==> config.mk <==
export PLATFORM = sky130hd
export DESIGN_NAME = mmcm_drp_ctrl_flat
export DESIGN_NICKNAME = d
export VERILOG_FILES = /design/src/rtl/mmcm_drp_ctrl_if.sv /design/src/rtl/mmcm_drp_ctrl.sv /design/src/flat_wrapper.sv
export SDC_FILE = /design/constraint.sdc
export NUM_CORES = 1
export LEC_CHECK = 0
export BUFFER_PORTS_ARGS = -buffer_cell sky130_fd_sc_hd__buf_2
export CAP_MARGIN = 30
export CORE_AREA = 5 5 105 87
export CTS_CLUSTER_DIAMETER = 120
export DETAILED_ROUTE_END_ITERATION = 16
export DIE_AREA = 0 0 110 92
export HOLD_SLACK_MARGIN = 0.05
export PLACE_DENSITY = 0.89
export SYNTH_ARGS = -nofsm -noshare
export SYNTH_HDL_FRONTEND = slang
export SYNTH_SLANG_ARGS = --single-unit
==> constraint.sdc <==
create_clock -name clk -period 2.2 [get_ports clk]
set_clock_uncertainty 0.05 [all_clocks]
set_input_delay 0.33 -clock clk [delete_from_list [all_inputs] [get_ports clk]]
set_output_delay 0.33 -clock clk [all_outputs]
set_load 0.05 [all_outputs]
==> src/rtl/mmcm_drp_ctrl_if.sv <==
// Configuration-beat and DRP bus bundle for the MMCM reconfiguration controller.
// master: beat producer / DRP endpoint side. slave: the controller.
interface mmcm_drp_ctrl_if;
  logic        cfg_valid;
  logic        cfg_ready;
  logic [6:0]  cfg_addr;
  logic [15:0] cfg_data;
  logic [15:0] cfg_mask;
  logic        cfg_last;

  logic [6:0]  drp_daddr;
  logic [15:0] drp_di;
  logic        drp_den;
  logic        drp_dwe;
  logic [15:0] drp_do;
  logic        drp_drdy;

  modport master (
    output cfg_valid, cfg_addr, cfg_data, cfg_mask, cfg_last,
    input  cfg_ready,
    input  drp_daddr, drp_di, drp_den, drp_dwe,
    output drp_do, drp_drdy
  );

  modport slave (
    input  cfg_valid, cfg_addr, cfg_data, cfg_mask, cfg_last,
    output cfg_ready,
    output drp_daddr, drp_di, drp_den, drp_dwe,
    input  drp_do, drp_drdy
  );
endinterface

==> src/rtl/mmcm_drp_ctrl.sv <==
// MMCM run-time reconfiguration sequencer: masked read-modify-write of DRP
// registers while the MMCM is held in reset, then lock supervision and
// release of the downstream core reset.
//
// state   | meaning
// --------+--------------------------------------------------------------
// IDLE    | ready for a first beat; supervises lock while mmcm_rst is low
// HOLD    | mmcm_rst asserted, counting RST_HOLD cycles before first read
// RD      | one-cycle DRP read strobe
// WAIT_RD | waiting for read data; builds the merged write value
// WR      | one-cycle DRP write strobe
// WAIT_WR | waiting for write completion
// NEXT    | between beats of one reconfiguration; ready for the next beat
// LOCK    | mmcm_rst released; waiting for a stable lock or a timeout
module mmcm_drp_ctrl #(
  parameter int RST_HOLD     = 8,
  parameter int DRDY_TIMEOUT = 64,
  parameter int LOCK_TIMEOUT = 65535,
  parameter int CORE_DELAY   = 8
) (
  input  logic            clk,
  input  logic            resetn,
  mmcm_drp_ctrl_if.slave  bus,
  output logic            busy,
  output logic            done,
  output logic            err,
  output logic            mmcm_rst,
  input  logic            mmcm_locked,
  output logic            core_resetn
);

  // One down-counter is shared by the hold, DRP-wait and lock-wait phases,
  // so it is sized for the longest of them.
  localparam int TMR_MAX = (LOCK_TIMEOUT > DRDY_TIMEOUT) ?
                           ((LOCK_TIMEOUT > RST_HOLD) ? LOCK_TIMEOUT : RST_HOLD) :
                           ((DRDY_TIMEOUT > RST_HOLD) ? DRDY_TIMEOUT : RST_HOLD);
  localparam int TMR_W   = $clog2(TMR_MAX + 1);
  localparam int STB_W   = (CORE_DELAY > 1) ? $clog2(CORE_DELAY) : 1;

  localparam logic [TMR_W-1:0] HOLD_LOAD = TMR_W'(RST_HOLD - 1);
  // The strobe cycle itself counts toward the DRP timeout, hence the -2.
  localparam logic [TMR_W-1:0] DRDY_LOAD = TMR_W'(DRDY_TIMEOUT - 2);
  localparam logic [TMR_W-1:0] LOCK_LOAD = TMR_W'(LOCK_TIMEOUT - 1);
  localparam logic [STB_W-1:0] STB_LAST  = STB_W'(CORE_DELAY - 1);

  typedef enum logic [2:0] {
    IDLE    = 3'd0,
    HOLD    = 3'd1,
    RD      = 3'd2,
    WAIT_RD = 3'd3,
    WR      = 3'd4,
    WAIT_WR = 3'd5,
    NEXT    = 3'd6,
    LOCK    = 3'd7
  } state_t;

  state_t             state, state_nx;
  logic [TMR_W-1:0]   tmr, tmr_nx;
  logic [STB_W-1:0]   stb, stb_nx;
  logic [6:0]         addr, addr_nx;
  logic [15:0]        data, data_nx;
  logic [15:0]        mask, mask_nx;
  logic               last, last_nx;
  logic [15:0]        new_val, new_nx;
  logic               ready_q, ready_nx;
  logic               busy_nx, done_nx, err_nx, rst_nx, core_nx;
  logic               lk_s1, locked_s;
  logic               accept;

  assign accept        = bus.cfg_valid & ready_q;
  assign bus.cfg_ready = ready_q;
  assign bus.drp_den   = (state == RD) || (state == WR);
  assign bus.drp_dwe   = (state == WR);
  assign bus.drp_daddr = addr;
  assign bus.drp_di    = new_val;

  // Two-flop synchroniser for the asynchronous LOCKED output.
  always_ff @(posedge clk or negedge resetn) begin
    if (!resetn) begin
      lk_s1    <= 1'b0;
      locked_s <= 1'b0;
    end else begin
      lk_s1    <= mmcm_locked;
      locked_s <= lk_s1;
    end
  end

  // State and datapath registers.
  always_ff @(posedge clk or negedge resetn) begin
    if (!resetn) begin
      state       <= IDLE;
      tmr         <= '0;
      stb         <= '0;
      addr        <= '0;
      data        <= '0;
      mask        <= '0;
      last        <= 1'b0;
      new_val     <= '0;
      ready_q     <= 1'b0;
      busy        <= 1'b0;
      done        <= 1'b0;
      err         <= 1'b0;
      mmcm_rst    <= 1'b0;
      core_resetn <= 1'b0;
    end else begin
      state       <= state_nx;
      tmr         <= tmr_nx;
      stb         <= stb_nx;
      addr        <= addr_nx;
      data        <= data_nx;
      mask        <= mask_nx;
      last        <= last_nx;
      new_val     <= new_nx;
      ready_q     <= ready_nx;
      busy        <= busy_nx;
      done        <= done_nx;
      err         <= err_nx;
      mmcm_rst    <= rst_nx;
      core_resetn <= core_nx;
    end
  end

  // Next-state and next-output logic.
  always_comb begin
    state_nx = state;
    tmr_nx   = tmr;
    stb_nx   = stb;
    addr_nx  = addr;
    data_nx  = data;
    mask_nx  = mask;
    last_nx  = last;
    new_nx   = new_val;
    busy_nx  = busy;
    done_nx  = 1'b0;
    err_nx   = err;
    rst_nx   = mmcm_rst;
    core_nx  = core_resetn;

    case (state)
      IDLE: begin
        // Lock supervision only makes sense while the MMCM is running.
        if (!mmcm_rst) begin
          if (!locked_s) begin
            core_nx = 1'b0;
            stb_nx  = '0;
          end else if (stb == STB_LAST) begin
            core_nx = 1'b1;
          end else begin
            stb_nx = stb + 1'b1;
          end
        end
        if (accept) begin
          addr_nx  = bus.cfg_addr;
          data_nx  = bus.cfg_data;
          mask_nx  = bus.cfg_mask;
          last_nx  = bus.cfg_last;
          err_nx   = 1'b0;
          busy_nx  = 1'b1;
          rst_nx   = 1'b1;
          core_nx  = 1'b0;
          stb_nx   = '0;
          tmr_nx   = HOLD_LOAD;
          state_nx = HOLD;
        end
      end

      HOLD: begin
        if (tmr == '0) state_nx = RD;
        else           tmr_nx   = tmr - 1'b1;
      end

      RD: begin
        tmr_nx   = DRDY_LOAD;
        state_nx = WAIT_RD;
      end

      WAIT_RD: begin
        if (bus.drp_drdy) begin
          new_nx   = (bus.drp_do & mask) | (data & ~mask);
          state_nx = WR;
        end else if (tmr == '0) begin
          err_nx   = 1'b1;
          busy_nx  = 1'b0;
          state_nx = IDLE;
        end else begin
          tmr_nx = tmr - 1'b1;
        end
      end

      WR: begin
        tmr_nx   = DRDY_LOAD;
        state_nx = WAIT_WR;
      end

      WAIT_WR: begin
        if (bus.drp_drdy) begin
          if (last) begin
            rst_nx   = 1'b0;
            tmr_nx   = LOCK_LOAD;
            stb_nx   = '0;
            state_nx = LOCK;
          end else begin
            state_nx = NEXT;
          end
        end else if (tmr == '0) begin
          err_nx   = 1'b1;
          busy_nx  = 1'b0;
          state_nx = IDLE;
        end else begin
          tmr_nx = tmr - 1'b1;
        end
      end

      NEXT: begin
        if (accept) begin
          addr_nx  = bus.cfg_addr;
          data_nx  = bus.cfg_data;
          mask_nx  = bus.cfg_mask;
          last_nx  = bus.cfg_last;
          state_nx = RD;
        end
      end

      LOCK: begin
        // A lock drop restarts the stability count but not the timeout.
        if (locked_s && (stb == STB_LAST)) begin
          core_nx  = 1'b1;
          done_nx  = 1'b1;
          busy_nx  = 1'b0;
          state_nx = IDLE;
        end else begin
          if (locked_s) stb_nx = stb + 1'b1;
          else          stb_nx = '0;
          if (tmr == '0) begin
            err_nx   = 1'b1;
            busy_nx  = 1'b0;
            state_nx = IDLE;
          end else begin
            tmr_nx = tmr - 1'b1;
          end
        end
      end

      default: state_nx = IDLE;
    endcase

    ready_nx = (state_nx == IDLE) || (state_nx == NEXT);
  end

endmodule

==> src/flat_wrapper.sv <==
// flat-port wrapper written by rule: the top's interface ports become plain ports
module mmcm_drp_ctrl_flat 
#(
  parameter int RST_HOLD     = 8,
  parameter int DRDY_TIMEOUT = 64,
  parameter int LOCK_TIMEOUT = 65535,
  parameter int CORE_DELAY   = 8
)
  (clk, resetn, busy, done, err, mmcm_rst, mmcm_locked, core_resetn, bus_cfg_valid, bus_cfg_addr, bus_cfg_data, bus_cfg_mask, bus_cfg_last, bus_cfg_ready, bus_drp_daddr, bus_drp_di, bus_drp_den, bus_drp_dwe, bus_drp_do, bus_drp_drdy);
  mmcm_drp_ctrl_if bus_i ();
  input  logic clk;
  input  logic resetn;
  output logic busy;
  output logic done;
  output logic err;
  output logic mmcm_rst;
  input  logic mmcm_locked;
  output logic core_resetn;
  input wire logic [$bits(bus_i.cfg_valid)-1:0] bus_cfg_valid;
  input wire logic [$bits(bus_i.cfg_addr)-1:0] bus_cfg_addr;
  input wire logic [$bits(bus_i.cfg_data)-1:0] bus_cfg_data;
  input wire logic [$bits(bus_i.cfg_mask)-1:0] bus_cfg_mask;
  input wire logic [$bits(bus_i.cfg_last)-1:0] bus_cfg_last;
  output wire logic [$bits(bus_i.cfg_ready)-1:0] bus_cfg_ready;
  output wire logic [$bits(bus_i.drp_daddr)-1:0] bus_drp_daddr;
  output wire logic [$bits(bus_i.drp_di)-1:0] bus_drp_di;
  output wire logic [$bits(bus_i.drp_den)-1:0] bus_drp_den;
  output wire logic [$bits(bus_i.drp_dwe)-1:0] bus_drp_dwe;
  input wire logic [$bits(bus_i.drp_do)-1:0] bus_drp_do;
  input wire logic [$bits(bus_i.drp_drdy)-1:0] bus_drp_drdy;
  assign bus_i.cfg_valid = bus_cfg_valid;
  assign bus_i.cfg_addr = bus_cfg_addr;
  assign bus_i.cfg_data = bus_cfg_data;
  assign bus_i.cfg_mask = bus_cfg_mask;
  assign bus_i.cfg_last = bus_cfg_last;
  assign bus_cfg_ready = bus_i.cfg_ready;
  assign bus_drp_daddr = bus_i.drp_daddr;
  assign bus_drp_di = bus_i.drp_di;
  assign bus_drp_den = bus_i.drp_den;
  assign bus_drp_dwe = bus_i.drp_dwe;
  assign bus_i.drp_do = bus_drp_do;
  assign bus_i.drp_drdy = bus_drp_drdy;
  mmcm_drp_ctrl #(.RST_HOLD(RST_HOLD), .DRDY_TIMEOUT(DRDY_TIMEOUT), .LOCK_TIMEOUT(LOCK_TIMEOUT), .CORE_DELAY(CORE_DELAY)) u_core (.clk(clk), .resetn(resetn), .bus(bus_i), .busy(busy), .done(done), .err(err), .mmcm_rst(mmcm_rst), .mmcm_locked(mmcm_locked), .core_resetn(core_resetn));
endmodule
==> impl_metrics.ini, run 1 <==
[synth]
synth_top_area_share_pct = 51.7
syn_area_mm2 = 0.00416
synth_area_per_cell_um2 = 10.9
yosysUniqueCellTypes = 55
synth.net_count = 448
synth_cells = 383
synth.yosys.seq_area_share_pct = 51.7
ys.warnings.count = 0
main_flop_type_after_synthesis = dfrtp_1
synthTopCellsByArea = dfrtp_1 (52%), mux2_2 (11%), o21ai_0 (4.3%)
synth-edff-count = 0
synth-seq-cells = 86
synth-async-reset-ratio_pct = 100
post-synth-top-area-cell = dfrtp_1

[final_layout]
postLayoutCellArea_mm2 = 0.00503
fraction_of_final_layout_cells_sized_beyond_drive_strength_1_pct = 37.5
num_antenna_cells = 0
final_common_cell = buf_2
areaGrowthSynthToFinish_pct = 20.8
post_layout_nonfiller_instances = 596
most-common-layout-cells = buf_2 (90), dfrtp_1 (86), nand2_1 (41), mux2_2 (40), o21ai_0 (36)
finalCoreUtilization_pct = 63.8
num-nets-final = 548

[clocking]
clk_buf_depth = 2
clk_root_buffer_cell = clkbuf_8
cts_htree_levels = 3
cts_num_sinks = 86
cts_tree = built
clk_transition_reported_paths_ps = 100
tritoncts_buffers = 9
clock_insertion_delay_worst_skew_ps = 370

[global_routing]
grt_start_max_net_pins = 52
first_global_vias = 3526
antenna_found_initial = 0
gr-total-overflow = 0
grt_usage_pct = 20.6
grt_first_pass_wirelength_um = 16400

[setup_path]
crit_required_ps = 2440
critical_path_arrival_ps = 2360
critical_path.max_stage_delay_ps = 600
worstPathBufferInverterCount = 0
cp_max_fo = 6
worst-r2r-setup-slack_ps = 90
start_kind = register
critical_path.slowest_cell = or4_4
timing.setup.critical_path_class = register to register
critical_path.cell_chain = or4_4 -> and4b_1 -> mux2_4 -> a21o_1 -> a21oi_2
path_delay_family = simple AND/OR/NAND/NOR gates
setup.worst_path.end_class = register

[timing]
setup_tns_ps = 0
finalSetupViolations = 0
period_minus_slack_ps = 2110
rsz0062_at_grt = no
slew_violations = 0
headroom_to_the_max_slew_limit_pct = 63.1
peak_freq_mhz = 473
finalHoldViolations = 0
worst_slew_pin_tran_ps = 553
fin_crit_sh_pct = 96.1

[power_and_ir_drop]
seq_power_share_pct = 37.5
power_frac_comb_pct = 48.9
power_density_mw_per_mm2 = 1510
leakagePower_nw = 2.37
power.net_switching_mw = 3.50
clockPowerShare_pct = 13.6
power_switching_share_pct = 46.1
vdd.ir_drop.worst_uv = 758
internal-power_mw = 4.09

[placed_design]
detailed_place_hpwl_um = 7530
placed_cell_area_mm2 = 0.00481
placement.io_buffers = 91
routability_driven_placement_congestion_ratio = 0.865
dpl.cell_count = 577

[status]
status = completed

[floorplanning]
pin_count = 92
die-area_mm2 = 0.0101
placement_rows = 29
design.core.area_mm2 = 0.00787
initial_utilization_pct = 52.9
die-width_um = 110
die_height_um = 92

[routing]
drt_drc_violations_left = 0
routed_wl_um = 10300
antenna_left = 0
vias_per_cell = 5.76
drt_first_pass_iters = 5
drt_iter0_drc = 213
route.detailed.wl_per_inst_um = 17.2
via_count = 3431

[worst_hold_path]
worstHoldPathType = input port to register

[job]
max_cap_violations = 0
[timing repair]
action,CTS,global route
gates resized for setup,0,2
endpoints found under the setup margin,0,6
setup buffers,0,1
endpoints found under the hold margin,36,0
hold buffers,2,0
[logic make-up after synthesis]
kind of cell	after synthesis	synth area share [%]
buffers and inverters	29	3.10
muxes	57	15.0
adders and majority gates	4	1.20
AOI/OAI and AO/OA	101	14.8
xor gates and xnor gates	1	0.211
and+or+nand+nor	105	14.0
DFF	86	51.7
[cell usage after synthesis, types with 7 or more instances]
cell / n
nand2_1: 41
mux2i_1: 16
o31ai_1: 8
mux2_2: 40
dfrtp_1: 86
inv_1: 9
a21oi_1: 27
nand3_1: 7
o21ai_0: 36
nor3_1: 10
nor2_1: 14
clkbuf_1: 13
[layout make-up]
class                   instances  area [µm²]
fillers                       603        2850
flip-flops and latches         86        2150
multi-input cells             268        1900
repair buffers                109         623
well taps                     108         135
clock buffers                  10         128
clock inverters                 6        52.6
inverters                       9        33.8
[metrics by stage]
step                      total power [mW]  hold WS (ps)  setup slack (ps)
after floorplan                       5.50         -15.6               172
after global routing                  8.04           121              35.4
after CTS                             7.53           129              86.3
after detailed placement              6.49           275               104
after global placement                6.26           269               192
final                                 7.59           139              85.9
[sequential cells by signal (all words and copies together) (netlist names), 3 cells and up]
signal and count:
u_core.bus.drp_daddr 7, u_core.tmr 16, u_core.data 16, u_core.bus.drp_di 16
u_core.stb 3, u_core.state 3, u_core.mask 16
[power by group through the flow]
stage	Clock, mW	Sequential [mW]	Combinational, mW
finish	1.03	2.84	3.71
global route	1.11	2.92	4.01
CTS	1.05	2.82	3.66
detailed placement	0	2.85	3.64
global placement	0	2.78	3.47
floorplan	0	3.39	2.11
[path summary, 6_finish.rpt]
kind / start / to / cells after the start
worst max-delay path: u_core.tmr[7]$_DFFE_PN0P_ / u_core.bus.cfg_ready$_DFF_PN0_ / 5
worst min-delay path: bus_cfg_addr[0] / u_core.bus.drp_daddr[0]$_DFFE_PN0P_ / 2
worst max register to register: u_core.tmr[7]$_DFFE_PN0P_ / u_core.bus.cfg_ready$_DFF_PN0_ / 5
worst min register to register: u_core.lk_s1$_DFF_PN0_ / u_core.locked_s$_DFF_PN0_ / 0
max in group asynchronous: resetn / u_core.tmr[13]$_DFFE_PN0P_ / 3
min in group asynchronous: resetn / u_core.mmcm_rst$_DFFE_PN0P_ / 2
[layer usage]
layer / up-vias / share of wire [%] / GRT usage [%]
met4: 0 / 2.1 / 7.58
met1: 1677 / 39 / 24.8
met5: - / 0 / 0
met3: 21 / 7.8 / 5.76
li1: 1585 / - / -
met2: 148 / 52 / 35.1
(Power assumes the default switching activity.)
==> inputs of run 2 (changes only) <==
--- a/config.mk
+++ b/config.mk
@@ -7,12 +7,12 @@
 export LEC_CHECK = 0
 export BUFFER_PORTS_ARGS = -buffer_cell sky130_fd_sc_hd__buf_2
 export CAP_MARGIN = 30
-export CORE_AREA = 5 5 105 87
+export CORE_AREA = 5 5 102 85
 export CTS_CLUSTER_DIAMETER = 120
 export DETAILED_ROUTE_END_ITERATION = 16
-export DIE_AREA = 0 0 110 92
+export DIE_AREA = 0 0 107 90
 export HOLD_SLACK_MARGIN = 0.05
-export PLACE_DENSITY = 0.89
+export PLACE_DENSITY = 0.93
 export SYNTH_ARGS = -nofsm -noshare
 export SYNTH_HDL_FRONTEND = slang
 export SYNTH_SLANG_ARGS = --single-unit
==> constraint.sdc (replaced) <==
create_clock -name clk -period 2.5 [get_ports clk]
set_clock_uncertainty 0.05 [all_clocks]
set_input_delay 0.375 -clock clk [delete_from_list [all_inputs] [get_ports clk]]
set_output_delay 0.375 -clock clk [all_outputs]
set_load 0.05 [all_outputs]
==> run 2 against run 1 <==
Critical path depth increased by 2. Register-to-register slack improved by 110 ps. Clock-buffer cell count down 1. Highest routed layer unchanged.
==> impl_metrics.ini, run 2 (synthesis results as in run 1) <==
[status]
status = completed

[routing]
routed_wl_um = 10400
drt_first_pass_iters = 6
dr_wl_met2_um = 5250
drt_iter0_drc = 436
route.detailed.wl_per_inst_um = 18.2
met3RoutedLength_um = 676
drt_drc_violations_left = 0
route.top_layer_used = met4
antenna_left = 0
wl_met1_um = 4240
vias_per_cell = 6.04
via_count = 3456

[final_layout]
areaGrowthSynthToFinish_pct = 19.6
most-common-layout-cells = buf_2 (90), dfrtp_1 (86), nand2_1 (41), mux2_2 (40), o21ai_0 (36)
fraction_of_final_layout_cells_sized_beyond_drive_strength_1_pct = 36.1
num-nets-final = 540
num_antenna_cells = 0
post_layout_nonfiller_instances = 572
final_common_cell = buf_2
finalCoreUtilization_pct = 65.3
postLayoutCellArea_mm2 = 0.00498

[timing]
peak_freq_mhz = 435
fin_crit_sh_pct = 92.0
setup_tns_ps = 0
rsz0062_at_grt = no
worst_slew_pin_tran_ps = 656
finalHoldViolations = 0
final_critical_path_setup_slack_ps = 199
finalSetupViolations = 0
headroom_to_the_max_slew_limit_pct = 55.9
timing.hold.ws_ps = 192
slew_violations = 0
period_minus_slack_ps = 2300

[setup_path]
cp_max_fo = 6
start_kind = register
r2r-start = u_core.tmr[0]$_DFFE_PN0P_
worst-r2r-setup-slack_ps = 200
crit_required_ps = 2750
critical_path_arrival_ps = 2550
setup.worst_path.end_class = register
r2r-end = u_core.bus.cfg_ready$_DFF_PN0_
worstRegToRegCells = 7
timing.setup.critical_path_class = register to register

[clocking]
total_of_cells_resized_after_clock_tree_synthesis = 0
post_cts_buffers = 0
cts_num_sinks = 86
tritoncts_buffers = 9
clock_insertion_delay_worst_skew_ps = 360
clk_root_buffer_cell = clkbuf_8
hold_buffers = 1
cts_tree = built
clk_transition_reported_paths_ps = 90
cts_htree_levels = 3
clk_buf_depth = 2

[placed_design]
detailed_place_hpwl_um = 7490
placed_cell_area_mm2 = 0.00474
dpl.cell_count = 555
placement.io_buffers = 91
routability_driven_placement_congestion_ratio = 0.910
post-place-ws_ps = 285

[floorplanning]
die-width_um = 107
die_height_um = 90
die-area_mm2 = 0.00963
design.core.area_mm2 = 0.00762
initial_utilization_pct = 54.6
placement_rows = 29
pin_count = 92

[global_routing]
antenna_found_initial = 0
grt_usage_pct = 22.0
grt_first_pass_wirelength_um = 17200
grt_start_max_net_pins = 56
first_global_vias = 3495
gr-total-overflow = 0

[worst_hold_path]
min_from = bus_cfg_addr[2]
worstHoldPathType = input port to register
min_to = u_core.bus.drp_daddr[2]$_DFFE_PN0P_
worst_hold_path.num_cells = 2

[power_and_ir_drop]
leakagePower_nw = 2.35
vdd.ir_drop.worst_uv = 835
power_density_mw_per_mm2 = 1370
power.total_mw = 6.81

[job]
max_cap_violations = 0
-- run 2: cell types whose count changed in the layout (fill, tap and decap cells not counted), sizes merged --
cell | before | now
clkinv | 1 | 2
inv | 12 | 10
clkinvlp | 2 | 1
buf | 107 | 99
bufinv | 0 | 2
clkbuf | 10 | 9
-- run 2: worst max path at each step --
stage	start	end	slack [ps]	cells past startpoint
5_1_grt	u_core.tmr[0]$_DFFE_PN0P_	u_core.bus.cfg_ready$_DFF_PN0_	150	7
6_report	u_core.tmr[0]$_DFFE_PN0P_	u_core.bus.cfg_ready$_DFF_PN0_	200	7
2_1_floorplan	u_core.state[0]$_DFF_PN0_	bus_drp_den	440	4
3_5_place_dp	u_core.tmr[0]$_DFFE_PN0P_	u_core.bus.cfg_ready$_DFF_PN0_	290	7
3_3_place_gp	u_core.tmr[7]$_DFFE_PN0P_	u_core.bus.cfg_ready$_DFF_PN0_	400	5
4_1_cts	u_core.tmr[0]$_DFFE_PN0P_	u_core.bus.cfg_ready$_DFF_PN0_	280	7
-- run 2: final cells by class --
cell class | count | area (µm²)
repair buffers | 101 | 563
clock inverters | 6 | 96.3
flip-flops and latches | 86 | 2150
fillers | 556 | 2640
well taps | 93 | 116
inverters | 9 | 33.8
multi-input cells | 268 | 1890
clock buffers | 9 | 124
-- run 2: power by group --
part           leakage (nW)  internal [mW]  total [mW]  switching, mW
clock network         0.107          0.567        1.08          0.516
logic                  1.17           1.17        3.18           2.01
registers              1.08           1.97        2.54          0.567
total                  2.35           3.71        6.81           3.09
-- run 2: metal layers --
| metal | global-route usage [%] | up-vias |
|---|---|---|
| met1 | 28.7 | 1690 |
| met3 | 4.51 | 34 |
| met4 | 7.24 | 0 |
| li1 | - | 1571 |
| met5 | 0 | - |
| met2 | 36.6 | 161 |
-- run 2: critical path: stages (launching register included) --
cell	delay, ps
dfrtp_1	420
inv_1	130
ha_1	180
nor4b_4	360
and4b_1	470
mux2_4	350
a21o_1	170
a21oi_2	100
